[src/rtl/seg7_pkg.sv]
// seg7_pkg: shared definitions for the 7-segment display blocks.
// Provides the scan state encoding, the active-low segment codes (gfedcba)
// and the helper that sizes the digit index register.
package seg7_pkg;

  typedef enum logic {
    ST_BLANK = 1'b0,
    ST_DRIVE = 1'b1
  } scan_state_t;

  localparam logic [6:0] SEG_OFF = 7'h7F;

  localparam logic [6:0] SEG_0 = 7'b1000000;
  localparam logic [6:0] SEG_1 = 7'b1111001;
  localparam logic [6:0] SEG_2 = 7'b0100100;
  localparam logic [6:0] SEG_3 = 7'b0110000;
  localparam logic [6:0] SEG_4 = 7'b0011001;
  localparam logic [6:0] SEG_5 = 7'b0010010;
  localparam logic [6:0] SEG_6 = 7'b0000010;
  localparam logic [6:0] SEG_7 = 7'b1111000;
  localparam logic [6:0] SEG_8 = 7'b0000000;
  localparam logic [6:0] SEG_9 = 7'b0010000;
  localparam logic [6:0] SEG_A = 7'b0001000;
  localparam logic [6:0] SEG_B = 7'b0000011;
  localparam logic [6:0] SEG_C = 7'b1000110;
  localparam logic [6:0] SEG_D = 7'b0100001;
  localparam logic [6:0] SEG_E = 7'b0000110;
  localparam logic [6:0] SEG_F = 7'b0001110;

  // Width of the digit index; never less than one bit.
  function automatic int idx_width(input int n);
    return (n > 1) ? $clog2(n) : 1;
  endfunction

endpackage

[src/rtl/hex_to_seg7.sv]
// hex_to_seg7: purely combinational hex digit to active-low 7-segment decoder.
// Output bit 0 is segment a, bit 6 is segment g.
module hex_to_seg7
  import seg7_pkg::*;
(
  input  logic [3:0] hex,
  output logic [6:0] seg
);

  // Look up the segment pattern for the incoming nibble.
  always_comb begin
    seg = SEG_OFF;
    case (hex)
      4'h0: seg = SEG_0;
      4'h1: seg = SEG_1;
      4'h2: seg = SEG_2;
      4'h3: seg = SEG_3;
      4'h4: seg = SEG_4;
      4'h5: seg = SEG_5;
      4'h6: seg = SEG_6;
      4'h7: seg = SEG_7;
      4'h8: seg = SEG_8;
      4'h9: seg = SEG_9;
      4'hA: seg = SEG_A;
      4'hB: seg = SEG_B;
      4'hC: seg = SEG_C;
      4'hD: seg = SEG_D;
      4'hE: seg = SEG_E;
      4'hF: seg = SEG_F;
      default: seg = SEG_OFF;
    endcase
  end

endmodule

[src/rtl/seg7_scan.sv]
// seg7_scan: multiplexed driver for a common-anode 7-segment display.
// The divider's slow_clk is edge-detected in the clk domain and used as a
// scan tick; each tick moves to the next digit, blanks all anodes for
// BLANK_CYCLES clocks to avoid ghosting, then drives the decoded digit.
// The whole value/dp word is sampled once per frame so a frame is coherent.
// Optional build macro SEG7_LEADING_ZERO_BLANK_EN suppresses leading zeros.
module seg7_scan
  import seg7_pkg::*;
#(
  parameter int N_DIGITS     = 4,
  parameter int BLANK_CYCLES = 16
) (
  input  logic                    clk,
  input  logic                    reset,
  input  logic                    slow_clk,
  input  logic [4*N_DIGITS-1:0]   value,
  input  logic [N_DIGITS-1:0]     dp_in,
  output logic [N_DIGITS-1:0]     an,
  output logic [6:0]              seg,
  output logic                    dp
);

  localparam int                IDX_W    = idx_width(N_DIGITS);
  localparam logic [IDX_W-1:0]  IDX_LAST = IDX_W'(N_DIGITS - 1);
  localparam logic [7:0]        CNT_LAST = 8'(BLANK_CYCLES - 1);

  logic                   slow_q;
  logic                   tick;
  scan_state_t            state;
  scan_state_t            state_nxt;
  logic [IDX_W-1:0]       idx;
  logic [IDX_W-1:0]       idx_nxt;
  logic [7:0]             cnt;
  logic [7:0]             cnt_nxt;
  logic                   frame_latch;
  logic [4*N_DIGITS-1:0]  shadow;
  logic [N_DIGITS-1:0]    dp_shadow;
  logic [3:0]             nibble;
  logic [6:0]             seg_dec;
  logic                   lz_blank;
  logic [N_DIGITS-1:0]    an_nxt;
  logic [6:0]             seg_nxt;
  logic                   dp_nxt;

  assign tick = slow_clk & ~slow_q;

  // Delay slow_clk by one clk so its rising edge becomes a single-cycle tick.
  always_ff @(posedge clk) begin
    if (!reset) begin
      slow_q <= 1'b0;
    end else begin
      slow_q <= slow_clk;
    end
  end

  // Next-state logic: a tick always restarts the gap on the next digit;
  // otherwise BLANK counts out the gap and DRIVE simply holds.
  always_comb begin
    state_nxt   = state;
    idx_nxt     = idx;
    cnt_nxt     = cnt;
    frame_latch = 1'b0;
    if (tick) begin
      idx_nxt     = (idx == IDX_LAST) ? '0 : idx + IDX_W'(1);
      cnt_nxt     = '0;
      state_nxt   = (BLANK_CYCLES == 0) ? ST_DRIVE : ST_BLANK;
      frame_latch = (idx == IDX_LAST);
    end else begin
      case (state)
        ST_BLANK: begin
          cnt_nxt = cnt + 8'd1;
          if ((BLANK_CYCLES == 0) || (cnt == CNT_LAST)) begin
            state_nxt = ST_DRIVE;
          end
        end
        ST_DRIVE: begin
          state_nxt = ST_DRIVE;
        end
        default: begin
          state_nxt = ST_BLANK;
        end
      endcase
    end
  end

  // Scan state, digit index, gap counter and the per-frame value snapshot.
  always_ff @(posedge clk) begin
    if (!reset) begin
      state     <= ST_BLANK;
      idx       <= '0;
      cnt       <= '0;
      shadow    <= '0;
      dp_shadow <= '0;
    end else begin
      state <= state_nxt;
      idx   <= idx_nxt;
      cnt   <= cnt_nxt;
      if (frame_latch) begin
        shadow    <= value;
        dp_shadow <= dp_in;
      end
    end
  end

  assign nibble = shadow[4*idx +: 4];

  hex_to_seg7 u_hex_to_seg7 (
    .hex (nibble),
    .seg (seg_dec)
  );

`ifdef SEG7_LEADING_ZERO_BLANK_EN
  assign lz_blank = (idx != '0) && ((shadow >> (4*idx)) == '0);
`else
  assign lz_blank = 1'b0;
`endif

  // Select what the display should show for the current state and digit.
  always_comb begin
    an_nxt  = '1;
    seg_nxt = SEG_OFF;
    dp_nxt  = 1'b1;
    if (state == ST_DRIVE) begin
      an_nxt  = ~(N_DIGITS'(1) << idx);
      seg_nxt = lz_blank ? SEG_OFF : seg_dec;
      dp_nxt  = ~dp_shadow[idx];
    end
  end

  // Register the pad outputs so the display pins are glitch-free.
  always_ff @(posedge clk) begin
    if (!reset) begin
      an  <= '1;
      seg <= SEG_OFF;
      dp  <= 1'b1;
    end else begin
      an  <= an_nxt;
      seg <= seg_nxt;
      dp  <= dp_nxt;
    end
  end

endmodule
[config.mk]
export PLATFORM = sky130hd
export DESIGN_NAME = seg7_scan
export DESIGN_NICKNAME = d
export VERILOG_FILES = /design/src/rtl/seg7_pkg.sv /design/src/rtl/hex_to_seg7.sv /design/src/rtl/seg7_scan.sv
export SDC_FILE = /design/constraint.sdc
export NUM_CORES = 1
export LEC_CHECK = 0
export BUFFER_PORTS_ARGS = -buffer_cell sky130_fd_sc_hd__buf_2
export CORE_ASPECT_RATIO = 0.9
export CORE_UTILIZATION = 54
export DETAILED_ROUTE_END_ITERATION = 12
export PLACE_DENSITY = 0.86
export SETUP_SLACK_MARGIN = 0.2
export SLEW_MARGIN = 20
export SYNTH_ARGS = -nofsm -noshare
export SYNTH_HDL_FRONTEND = slang
export SYNTH_SLANG_ARGS = --single-unit
[constraint.sdc]
create_clock -name clk -period 2.61 [get_ports clk]
set_clock_uncertainty 0.05 [all_clocks]
set_input_delay 0.3915 -clock clk [delete_from_list [all_inputs] [get_ports clk]]
set_output_delay 0.3915 -clock clk [all_outputs]
set_load 0.1 [all_outputs]
== After elaboration in Yosys (flattened, before gate mapping) ==
Memories as Yosys holds them, arrays and structs flattened. A register that Yosys moved wholly into a read port is not among the register bits.
Cells that the tools add are included.

* Add/subtract/negate cells: 2
* Bitwise logic cells: 6
* Multiplexer cells: 6
* Shift-type cells: 2
* Reductions and logical operators: 3
* Magnitude comparators: 1
* Equality and inequality tests: 2

{| class="wikitable"
|+ Operator list
! kind !! count
|-
| 16-bit by 5-bit indexed part select with 4-bit output || 1
|-
| 8-bit by 1-bit adder with 8-bit output, second input constant || 1
|-
| 8-bit by 4-bit equality test with 1-bit output, second input constant || 1
|-
| 1-bit NOT || 4
|-
| 4-bit NOT || 1
|-
| 1-bit by 2-bit left shift with 4-bit output, first input constant || 1
|-
| 2-bit by 3-bit less-than comparator with 1-bit output, second input constant || 1
|-
| 1-bit 2-to-1 mux || 3
|-
| 2-bit by 1-bit adder with 2-bit output, second input constant || 1
|-
| 1-bit binary-select mux with 2-bit select || 1
|-
| 2-bit equality test, second input constant || 1
|-
| 2-bit 2-to-1 mux || 1
|-
| 1-bit case mux with 2 select lines || 1
|-
| 2-bit AND reduction || 1
|-
| 2-bit OR reduction || 1
|-
| 1-bit bitwise AND || 1
|-
| 1-bit logical NOT || 1
|}

* Register bits after elaboration: 37
* Memories: 1
* Bits in read-only memories: 112

{| class="wikitable"
|+ Memory list
! name !! depth !! width !! rd ports !! clocked after memory_dff !! write ports !! line !! source
|-
| (name not given) || 16 || 7 || 1 || 1 || 0 || hex_to_seg7.sv:13 || <nowiki>case (hex)</nowiki>
|}

== Longest topological paths before layout ==
Gate-level depths: netlist of run 1.

* Word-level depth: 3
* Depth in mapped cells: 8
* Mapped depth without buffers: 7

== Cells and area by module ==
Synthesis of run 1 repeated with hierarchy kept, for this count alone.

* Cell total of the unflattened synthesis: 209
* Area total of the unflattened synthesis: 2011.9 um2

{| class="wikitable"
|+ By module, submodules not included
! module !! instances !! area each (um2) !! cells an instance
|-
| seg7_scan || 1 || 1736.7 || 177
|-
| hex_to_seg7 || 1 || 275.3 || 32
|}

== Least setup slack after synthesis of run 1 ==
OpenSTA, ideal clock, no wires.

* Kind: register to register
* From: reg idx[0]
* To: reg seg[3]
* Path slack: 0.575 ns
* Period minus slack after synthesis: 2.035 ns
* Buffers on the path: 1
* Stages on the path, launching flop included: 8
* Arrival time: 1.856 ns
* Required time: 2.431 ns
* Cell sequence: dfxtp_1 > buf_6 > mux4_1 > inv_1 > ha_1 > nor2b_4 > a2111oi_2 > a31oi_1

* Longest elaborated chain between the ends: 1

{| class="wikitable"
|+ RTL lines
! item !! line !! source
|-
| start: declaration || seg7_scan.sv:31 || <nowiki>logic [IDX_W-1:0] idx;</nowiki>
|-
| start signal: assignment || seg7_scan.sv:96 || <nowiki>idx <= idx_nxt;</nowiki>
|-
| 16-bit by 5-bit indexed part select with 4-bit output || seg7_scan.sv:105 || <nowiki>assign nibble = shadow[4*idx +: 4];</nowiki>
|-
| end: declaration || seg7_scan.sv:19 || <nowiki>output logic [6:0] seg,</nowiki>
|}

Every way passes these cells.
A chain may end at the register's enable or synchronous reset.

== Final worst setup path of run 1 ==
Same ends and word-level chain as after synthesis.

==> flow_summary.toml, run 1 <==
[critical_path]
crit_start = "idx[0]"
rr_startpoint = "idx[0]"
crit_fanout = 5
crit_end = "seg[3]"
end_kind = "register"
crit_path_start_kind = "register"
cpMaxStageDelayCell = "mux4_1"
crit_type = "register to register"
path_cells = "mux4_1 > inv_1 > ha_1 > nor2b_4 > a2111oi_2 > a31oi_1"
r2r_setup_slack_ns = 0.47
r2r-end = "seg[3]"
r2r_cells = 6
slowest_delay_ns = 0.70
crit_required_ns = 2.73
worstPathArrival_ns = 2.25

[logic_synthesis]
synth-seq-cells = 44
synth.top_cell.area_share_pct = 45.2
synth_cell_types = 35
yosysWarnings = 0
ys_seq_area_share_pct = 45.2
synth_edf_count = 0
syn_nets = 240
avgSynthCellArea_um2 = 9.45
synth-main-ff-cell = "dfxtp_1"
synth_area_leaders = "dfxtp_1 45%, nand2_1 10%, a21boi_0 8.1%"
synth_common_cells = "54 x nand2_1, 44 x dfxtp_1, 21 x a21boi_0"
synth_area_um2 = 1950
synthCells = 206
synthArstFlopShare_pct = 0
synth.most_common_cell = "nand2_1"
yosysTopAreaCell = "dfxtp_1"

[layout]
layout-drive-gt1-share_pct = 20.2
area_growth_pct = 13.6
num-nets-final = 272
diodes = 0

[clocking]
clkLatencyLatePin_ns = 0.29
cts_setup_buffers = 0
htreeDepth = 2
cts.sinks = 44
cts_root_buffer = "clkbuf_8"
clkTransAtPathRegs_ns = 0.08
cts.path.max_buffers = 2
cts_tree = "yes"
ctsHoldBuffers = 0
numCtsBuffers = 5
cts_resized = 0

[detailed_routing]
ant_nets = 0
drt_wl_total_mm = 3.36
post_drt_wl_per_cell_um = 11.9
via_per_inst = 5.19
drc_errors = 0
first_iter_violations = 77
first_pass_iters = 4
vias = 1464

[floorplanning]
fp.dieH_um = 59.0
start_util_pct = 57.2
rows = 20
io-pin-count = 35
core_um2 = 3400
die_area_um2 = 3850
die_w_um = 65.3

[global_routing]
grt_max_degree = 27
grt_pass1_vias = 1329
grt_usage_pct = 20.2
gr-total-overflow = 0
antenna_found_initial = 0
grt_pass1_wl_mm = 5.75

[sta]
worstMarginPinSlew_ns = 0.659
timing.hold.ws_ns = 0.272
slew-limit-headroom_pct = 56.1
hold_violations = 0
fin_ws_ns = 0.473
setup_tns_ns = 0
grt_setup_unrepaired = "false"
setup_viol_count_final = 0
max_freq_mhz = 468
period_minus_slack_ns = 2.14
drv_slew = 0
finalCritPeriodShare_pct = 81.9

[pwr]
powerDensity_nw_per_um2 = 517
p_leak_nw = 0.808
irDropWorstVdd_v = 0.000576

[place]
io_buffers = 34
gp_congestion = 0.839
dp_hpwl_mm = 2.40
dp_worst_setup_slack_ns = 0.499

[run_status]
status = "complete, no violations"

[min_path]
hold_class = "primary input to register"
hold_depth = 2

[run]
drv_cap = 0
[flip-flops by register name (all words and copies together), names as in the netlist]
| name | count |
|---|---|
| state | 1 |
| dp_shadow | 4 |
| cnt | 8 |
| shadow | 16 |
| seg | 7 |
| slow_q | 1 |
| idx | 2 |
| dp | 1 |
| an | 4 |
[power breakdown]
group          switching, mW  total [mW]  internal (mW)
clock network          0.220       0.401          0.181
registers            0.00505       0.682          0.677
logic                 0.0286      0.0600         0.0314
[cells in the final DEF, fill, tap and decap left out, types with 4 or more instances in the layout]
cell type | netlist | routed
inv_1 | 6 | 6
dfxtp_1 | 44 | 44
nand2_1 | 54 | 54
clkbuf_8 | 0 | 5
o221ai_1 | 4 | 4
a21oi_1 | 5 | 5
nor2_1 | 11 | 11
buf_2 | 0 | 34
a21boi_0 | 21 | 21
ha_1 | 11 | 11
[worst max-delay path: cells and delay by family, from the launching register on]
family | cells | cell delay (ns)
muxes | 1 | 0.70
DFF | 1 | 0.42
AOI/OAI and AO/OA | 2 | 0.38
adders and majority gates | 1 | 0.22
buffers and inverters | 1 | 0.19
and+or+nand+nor | 1 | 0.05
[metrics by stage]
step | area [µm²] | power [mW] | util, % | instances
5_1_grt | 2210 | 1.19 | 65.0 | 282
3_5_place_dp | 2130 | 0.758 | 62.6 | 275
6_report | 2210 | 1.14 | 65.0 | 282
2_1_floorplan | 1950 | 0.734 | - | 206
4_1_cts | 2210 | 1.16 | 65.0 | 282
3_3_place_gp | 2130 | 0.756 | 62.6 | 275
[worst min-delay path by stage]
stage	from	to	slack [ns]
floorplan	dp_shadow[1]	dp_shadow[1]	0.39
global placement	shadow[3]	shadow[3]	0.40
detailed placement	shadow[8]	shadow[8]	0.41
CTS	slow_clk	slow_q	0.27
global route	value[13]	shadow[13]	0.28
finish	slow_clk	slow_q	0.27
[cell families (layout without fill, tap and decap cells)]
family / Yosys count / count (layout) / synth area share (%)
adders and majority gates: 11 / 11 / 7.07
buffers and inverters: 17 / 49 / 4.05
AOI/OAI and AO/OA: 39 / 39 / 14.8
and+or+nand+nor: 82 / 82 / 18.7
xor gates and xnor gates: 6 / 6 / 2.70
muxes: 7 / 7 / 7.39
DFF: 44 / 44 / 45.2
[per-layer routing]
metal / vias up / wire (µm) / part of all wire, % / GRT usage [%]
li1: 757 / - / - / -
met1: 664 / 1590 / 47 / 23.5
met2: 38 / 1540 / 46 / 33.7
met3: 5 / 166 / 4.9 / 6.59
met4: 0 / 65 / 1.9 / 9.32
met5: - / 0 / 0 / 0
[area by class of cell]
class	instances	area [µm²]
clock inverters	2	12.5
flip-flops and latches	44	881
well taps	44	55.1
inverters	6	22.5
multi-input cells	145	987
repair buffers	36	185
clock buffers	5	68.8
fillers	296	1190
Note: power is estimated with default switching activity, not from simulation.
==> run 2, diff against run 1 <==
Settings changed: CORE_UTILIZATION 54 to 49, PLACE_DENSITY 0.86 to 0.82.
Clock period 2.61 ns to 1.8 ns, I/O delays scaled along.
==> run 2 against run 1 <==
Compared with the run above: wire length increased by 5.0%; die area is 9.9% higher; flip-flop and latch count is the same; non-clock buffer count grew 11; sequential power rose by 45%; final area is 5.4% higher; sequential share of layout area shrank 1.8 points; combinational power increased by 54%; largest cell class unchanged.
==> flow_summary.toml, run 2 (same netlist as run 1, synthesis figures left out) <==
[floorplanning]
rows = 21
die_area_um2 = 4230
start_util_pct = 51.8
fp.dieH_um = 61.8
die_w_um = 68.4
io-pin-count = 35
core_um2 = 3760

[sta]
setup_tns_ns = 0
setup_viol_count_final = 0
slew-limit-headroom_pct = 67.6
worstMarginPinSlew_ns = 0.490
finalCritPeriodShare_pct = 99.4
hold_violations = 0
max_freq_mhz = 559
drv_slew = 0
grt_setup_unrepaired = "true"
period_minus_slack_ns = 1.79

[detailed_routing]
vias = 1509
ant_nets = 0
via_per_inst = 5.12
post_drt_wl_per_cell_um = 12.0
drc_errors = 0
first_pass_iters = 4
drt_wl_total_mm = 3.53
first_iter_violations = 54

[global_routing]
grt_usage_pct = 19.0
grt_util_met2_pct = 30.1
use_met3_pct = 5.11
grt.busiest_layer = "met2"
grt_pass1_vias = 1367
met1_usage_pct = 25.5
grt_max_degree = 26
antenna_found_initial = 0
gr-total-overflow = 0
grt_pass1_wl_mm = 6.00

[clocking]
clkLatencyLatePin_ns = 0.28
clkTransAtPathRegs_ns = 0.08
cts_root_buffer = "clkbuf_8"
cts.path.max_buffers = 2
cts_tree = "yes"
htreeDepth = 2
cts.sinks = 44
numCtsBuffers = 5
ctsHoldBuffers = 0

[min_path]
hold_class = "primary input to register"
min-delay-start = "slow_clk"

[place]
io_buffers = 34
place_inst = 285
placed_cell_area_um2 = 2220
gp_congestion = 0.830
dp_hpwl_mm = 2.55

[critical_path]
end_kind = "register"
crit_required_ns = 1.90
crit_path_start_kind = "register"
rr_startpoint = "idx[0]"
crit_fanout = 5
worstPathArrival_ns = 1.89
crit_type = "register to register"
crit_start = "idx[0]"

[layout]
stdcell_count = 295
num-nets-final = 283
mostFrequentLayoutCells = "54 x nand2_1, 42 x dfxtp_1, 34 x buf_2"
largest_register_ffs = 16
biggestRegsByFlops = "shadow (16), cnt (8), seg (7)"
layout_commonest_cell = "nand2_1"
area_growth_pct = 19.8
post-route-cell-area_um2 = 2330
layout-drive-gt1-share_pct = 28.5
diodes = 0
largest_register = "shadow"

[run_status]
status = "complete, no violations"

[pwr]
p_leak_nw = 0.853
powerDensity_nw_per_um2 = 709
irDropWorstVdd_v = 0.000586
power.total_mw = 1.65

[run]
drv_cap = 0
[run 2: cell count changes in the layout (fill, tap and decap cells not counted), moves of 2 or more]
cell,before,now
ha_2,0,2
mux4_2,2,4
dfxtp_1,44,42
inv_1,6,4
buf_4,2,12
mux4_1,3,1
ha_1,11,8
[run 2: layer usage]
layer / vias to the layer above / share of wire, %
li1: 776 / -
met1: 696 / 49
met4: 0 / 0.59
met2: 35 / 45
met5: - / 0
met3: 2 / 4.9
[run 2: final cells by class]
| type | count | area (µm²) |
|---|---|---|
| Inverter | 6 | 25.0 |
| Tap cell | 46 | 57.6 |
| Multi-Input combinational cell | 145 | 1010 |
| Fill cell | 325 | 1430 |
| Clock inverter | 2 | 12.5 |
| Sequential cell | 44 | 886 |
| Clock buffer | 5 | 68.8 |
| Timing Repair Buffer | 47 | 272 |
[run 2: worst paths after layout]
check	endpoint	slack [ns]	cells past startpoint
hold / removal	slow_q	0.17	2
setup reg to reg	seg[3]	0.01	4
hold reg to reg	shadow[9]	0.41	2
setup / recovery	seg[3]	0.01	4
[run 2: timing repair]
item,in CTS,in global routing
gates resized for setup,2,3
buffers inserted,0,3
endpoints found under the setup margin,7,25
[run 2: critical path, stage by stage (launching register included)]
cell and delay [ns]:
dfxtp_4 0.39, mux4_2 0.60, ha_2 0.25, a2111oi_2 0.29
a31oi_1 0.07
[run 2: where the power goes]
group / leakage, nW / internal [mW] / total, mW / switching, mW
combinational: 0.457 / 0.0498 / 0.0921 / 0.0424
sequential: 0.357 / 0.982 / 0.992 / 0.0105
clock: 0.0400 / 0.263 / 0.570 / 0.307
[run 2: stage by stage]
stage	hold WS, ns	utilization [%]	setup WS [ns]
6_report	0.173	62.1	0.0103
5_1_grt	0.169	62.1	-0.0655
4_1_cts	0.167	61.3	0.00923
3_5_place_dp	0.404	59.0	-0.0151
3_3_place_gp	0.400	59.0	0.0112
2_1_floorplan	0.342	-	0.0217
